[src/rtl/alu_arbiter.sv]
// rtl/alu_arbiter.sv - round-robin sharing of one execute ALU between two requesters, owns status register
module alu_arbiter (
    input  logic        clk,
    input  logic        rst,
    input  logic        flush,
    input  logic        req0,
    input  logic        req1,
    input  logic [31:0] val1_0,
    input  logic [31:0] val2_0,
    input  logic [31:0] val1_1,
    input  logic [31:0] val2_1,
    input  logic [3:0]  cmd_0,
    input  logic [3:0]  cmd_1,
    input  logic        s_0,
    input  logic        s_1,
    output logic        ack0,
    output logic        ack1,
    output logic [31:0] result0,
    output logic [31:0] result1,
    output logic [31:0] alu_val1,
    output logic [31:0] alu_val2,
    output logic [3:0]  alu_cmd,
    output logic        alu_cin,
    input  logic [31:0] alu_result,
    input  logic [3:0]  alu_sr,
    output logic [3:0]  sr,
    output logic [1:0]  grant
);

    logic ptr;
    logic elig0;
    logic elig1;

    // A request is not eligible in its own ack cycle, so a held req is never granted twice.
    assign elig0 = req0 && !ack0;
    assign elig1 = req1 && !ack1;

    always_comb begin
        grant = 2'b00;
        if (!flush) begin
            if (elig0 && elig1) begin
                grant = ptr ? 2'b10 : 2'b01;
            end else begin
                grant = {elig1, elig0};
            end
        end
    end

    always_comb begin
        alu_val1 = 32'd0;
        alu_val2 = 32'd0;
        alu_cmd  = cmd_0;
        if (grant[0]) begin
            alu_val1 = val1_0;
            alu_val2 = val2_0;
            alu_cmd  = cmd_0;
        end else if (grant[1]) begin
            alu_val1 = val1_1;
            alu_val2 = val2_1;
            alu_cmd  = cmd_1;
        end
    end

    // Carry chains across ports: whichever op last set flags supplies the next carry-in.
    assign alu_cin = sr[2];

    always_ff @(posedge clk) begin
        if (rst) begin
            ack0    <= 1'b0;
            ack1    <= 1'b0;
            result0 <= 32'd0;
            result1 <= 32'd0;
            sr      <= 4'b0000;
            ptr     <= 1'b0;
        end else begin
            ack0 <= grant[0];
            ack1 <= grant[1];
            if (grant[0]) begin
                result0 <= alu_result;
                ptr     <= 1'b1;
                if (s_0) begin
                    sr <= alu_sr;
                end
            end
            if (grant[1]) begin
                result1 <= alu_result;
                ptr     <= 1'b0;
                if (s_1) begin
                    sr <= alu_sr;
                end
            end
        end
    end

endmodule

[config.mk]
export PLATFORM = sky130hd
export DESIGN_NAME = alu_arbiter
export DESIGN_NICKNAME = d
export VERILOG_FILES = /design/src/rtl/alu_arbiter.sv
export SDC_FILE = /design/constraint.sdc
export NUM_CORES = 1
export LEC_CHECK = 0
export ABC_AREA = 1
export BUFFER_PORTS_ARGS = -buffer_cell sky130_fd_sc_hd__buf_2
export CAP_MARGIN = 30
export CORE_AREA = 2 2 124 126
export DETAILED_ROUTE_END_ITERATION = 16
export DIE_AREA = 0 0 126 128
export HOLD_SLACK_MARGIN = 0.05
export PLACE_DENSITY_LB_ADDON = 0.3
export SLEW_MARGIN = 20
export SYNTH_ARGS = -nofsm -noshare
export SYNTH_HDL_FRONTEND = slang
export SYNTH_SLANG_ARGS = --single-unit
[constraint.sdc]
create_clock -name clk -period 2.36 [get_ports clk]
set_input_delay 0.236 -clock clk [delete_from_list [all_inputs] [get_ports clk]]
set_output_delay 0.236 -clock clk [all_outputs]
set_load 0.01 [all_outputs]
### Word level (Yosys, flattened, before mapping)

Cells that the tools add are included.

* reductions and logical operators: 6
* muxes and demuxes: 13

Operator list (count)
* 32-bit 2-to-1 mux: 4
* 4-bit 2-to-1 mux: 6
* 2-bit 2-to-1 mux: 3
* 1-bit logical AND: 3
* 1-bit zero test: 2
* 2-bit OR reduction: 1

* output and inout port bits: 141
* bits of input ports: 179
* register bits after elaboration: 71
* word-level logic and storage cells: 25

### Depth between registers and ports, before layout

* depth after elaboration: 8
* depth in mapped cells: 9
* mapped depth without buffers: 7

### Worst setup path after synthesis

Ideal clock, no wire load.

* path kind: register to output
* start point: register ack1
* end point: output port alu_val1[27]
* stages on the path, launching flop included: 10
* arrival time: 1.154 ns
* data required time: 2.124 ns
* buffers on the path: 2
* path slack: 0.970 ns
* cells stage by stage: dfxtp_1 > inv_1 > nand2_1 > nor2_4 > nand2_4 > inv_2 > buf_6 > buf_6 > nand2_1 > nand2_1

* longest elaborated chain between the ends: 7

Ends and longest elaborated chain
* start: declaration: RTL line 17 `output logic ack1,`
* start signal: assignment: RTL line 77 `ack1 <= grant[1];`
* 1-bit zero test *: RTL line 36 `assign elig1 = req1 && !ack1;`
* 1-bit logical AND *: RTL line 36
* 1-bit logical AND: RTL line 41 `if (elig0 && elig1) begin`
* 2-bit 2-to-1 mux *: RTL line 41
* 2-bit 2-to-1 mux *: RTL line 40 `if (!flush) begin`
* via grant[1]: RTL line 27 `output logic [1:0] grant`
* 32-bit 2-to-1 mux *: RTL line 57 `end else if (grant[1]) begin`
* 32-bit 2-to-1 mux *: RTL line 53 `if (grant[0]) begin`
* end: declaration: RTL line 20 `output logic [31:0] alu_val1,`

Mark *: on every way through the listed nets, which the timed path passes. The rest lies on a longest branch.

### Worst setup path in the final report

* start point: register ack1
* end point: output port alu_val1[23]

* longest elaborated chain between the ends: 7

Ends and longest elaborated chain (RTL line)
* 1-bit zero test *: 36
* 1-bit logical AND *: 36
* 1-bit logical AND: 41
* 2-bit 2-to-1 mux *: 41
* 2-bit 2-to-1 mux *: 40
* 32-bit 2-to-1 mux: 57
* 32-bit 2-to-1 mux *: 53

Mark *: on every way between the ends. The rest lies on a longest branch, timed or not.

==> results.md <==
* H-Tree Depth at 3
* Post-DP HPWL at 12700 µm
* WHS Path Cells at 3
* Tmin final at 1.99 ns
* Post-cts sizing count at 0
* Setup TNS at 0 ns
* Clock Path Buffers at 2
* Hold Crit Class: in -> reg
* Critical path origin: ack1
* Pins Over Slew Limit at 0
* Syn nets at 721
* Total number of vias at 4443
* Vias in the first global route at 4174
* Power per Cell Area at 620 nW/µm²
* FF-to-FF path depth at 9
* Overall power at 3.34 mW
* Die Span Y at 128 µm
* Post-synth top area share at 41.5%
* Syn Area/Cell at 6.32 µm²
* Peak supply drop at 0.370 mV
* Post-synth top flop: dfxtp_1
* Synth Register Bits at 71
* Total Routing Usage GR at 18.6%
* Die footprint at 16100 µm²
* IO buf count at 319
* Initial antenna violation count at 3
* Util after Layout at 36.2%
* Top fanout value on the critical path at 42
* Max_cap viols at 0
* Wirelength per Cell at 15.2 µm
* CTS tree: done
* RSZ-0062 raised after global routing: no
* Placer Congestion at 0.843
* Most common cell in the synthesized netlist: nand2_1
* Outcome: finished, final reports clean
* Slew @ Worst Pin at 0.501 ns
* Initial core utilization at 23.1%
* 1st-iter DRT viols at 147
* Global-route wire length before repair at 23300 µm
* Flop2flop setup slack at 0.71 ns
* Startpoint types: flop
* Total wire length at 15800 µm
* Final setup fails at 0
* DR DRC count at 0
* Nets at 1026
* Synth cell count leaders: nand2_1 (275), dfxtp_1 (71), nor2_1 (69)
* Critical path endpoint category: output port
* Final period util at 84.3%
* Gr ovfl total at 0
* Critical path required time at 2.12 ns
* Synthesized area at 3430 µm²
* Floorplan Core Area at 14900 µm²
* CTS root buf: clkbuf_16
* Final ANT Viol Nets at 0
* Area growth syn-to-layout at 57.1%
* FF-to-FF End: result1[22]
* Layout cells sized above 1 at 40.9%
* Final Hold Viols at 0
* DR pass1 iterations at 4
* CTS buffer count at 9
* Clk slew on worst S/H paths at 0.05 ns
* Post-synth ARST share at 0%
* R2R Path Start: ack1
* Pin count of the biggest net entering global routing at 54
* Hold WS at 0.141 ns
* Post-Syn Instances at 542
* Die width at 126 µm
* EDFF count, synth at 0
* Postcts setup bufs at 0
* Hold buffers post-CTS at 0
* Fmax at 503 MHz
* Clock Latency Late Sink at 0.33 ns
* Sequential area share after synthesis at 41.5%
* Layout Skew at 0.00550 ns
* Ranking of synthesized cells by area: dfxtp_1 (41%), nand2_1 (30%), nor2_1 (7.6%)
* Leak at 3.10 nW
* Crit path DAT at 1.75 ns
* Clk sink count at 71
* Slew HR at 66.6%
* Row count at 45
* Yosys warnings at 0
* Detailed-route vias per instance at 4.27
* Netlist cell types at 17
* Worst Setup EP: alu_val1[23]
* Yosys top cell by area: dfxtp_1
* Worst setup path class: reg -> out
* Ports at 320
==> sequential cells by signal, indices dropped and copies added, names as in the netlist <==
| register | count |
|---|---|
| ack0 | 1 |
| result1 | 32 |
| result0 | 32 |
| ptr | 1 |
| ack1 | 1 |
| sr | 4 |
==> cell type report <==
cell class,instances,area [µm²]
diodes,2,5.00
clock buffers,13,250
clock inverters,1,30.0
fillers,1697,9480
inverters,11,43.8
multi-input cells,425,1710
flip-flops and latches,71,1420
well taps,188,235
repair buffers,329,1680
==> worst max-delay path, cell delays in order, from the launching register on <==
cell and delay, ns:
dfxtp_1 0.30, inv_1 0.06, nand2_1 0.08, nor2_4 0.11, nand2_4 0.06, clkinv_2 0.04
buf_4 0.37, nand2_1 0.17, nand2_1 0.09, buf_2 0.13
==> layer usage <==
| layer | vias up | global-route usage (%) | share of wire (%) | wire (µm) |
|---|---|---|---|---|
| met5 | - | 0 | 0 | 0 |
| met4 | 0 | 5.04 | 1.4 | 229 |
| met3 | 18 | 5.88 | 8.3 | 1310 |
| met2 | 182 | 32.4 | 49 | 7780 |
| met1 | 1959 | 22.3 | 41 | 6520 |
| li1 | 2284 | - | - | - |
==> where the power goes <==
group | internal, mW | leakage, nW | switching [mW]
Combinational | 0.305 | 2.39 | 0.416
Sequential | 1.27 | 0.581 | 0.0347
Clock | 0.836 | 0.136 | 0.475
==> layout by cell type (no fill, tap or decap), types with 7 or more instances in the layout <==
cell,n
nand3_1,8
a21oi_1,36
nor2_1,69
inv_1,7
nand2_1,275
dfxtp_1,71
o21ai_0,32
buf_2,319
buf_4,9
clkbuf_16,9
==> worst min-delay path by stage <==
stage / slack, ns / to / startpoint
global placement: 0.45 / result1[24] / result1[24]
CTS: 0.13 / sr[3] / alu_sr[3]
detailed placement: 0.45 / result1[4] / result1[4]
floorplan: 0.37 / sr[0] / alu_sr[0]
global route: 0.13 / sr[0] / alu_sr[0]
finish: 0.14 / sr[3] / alu_sr[3]
==> per-stage QoR <==
step | setup slack (ns) | std cells | instance area, µm²
global route | 0.191 | 1039 | 5380
floorplan | 0.970 | 542 | 3430
CTS | 0.315 | 1038 | 5380
detailed placement | 0.677 | 1024 | 5100
global placement | 0.691 | 1024 | 5100
finish | 0.371 | 1040 | 5380
==> logic make-up (layout without fill, tap and decap cells) <==
group / Yosys count / count (layout) / share of synthesized area, %
AOI/OAI and AO/OA: 69 / 69 / 10.1
buffers and inverters: 46 / 354 / 8.51
DFF: 71 / 71 / 41.5
other: 0 / 2 / 0
and+or+nand+nor: 356 / 356 / 39.9
Power figures use the tool's default switching activity.
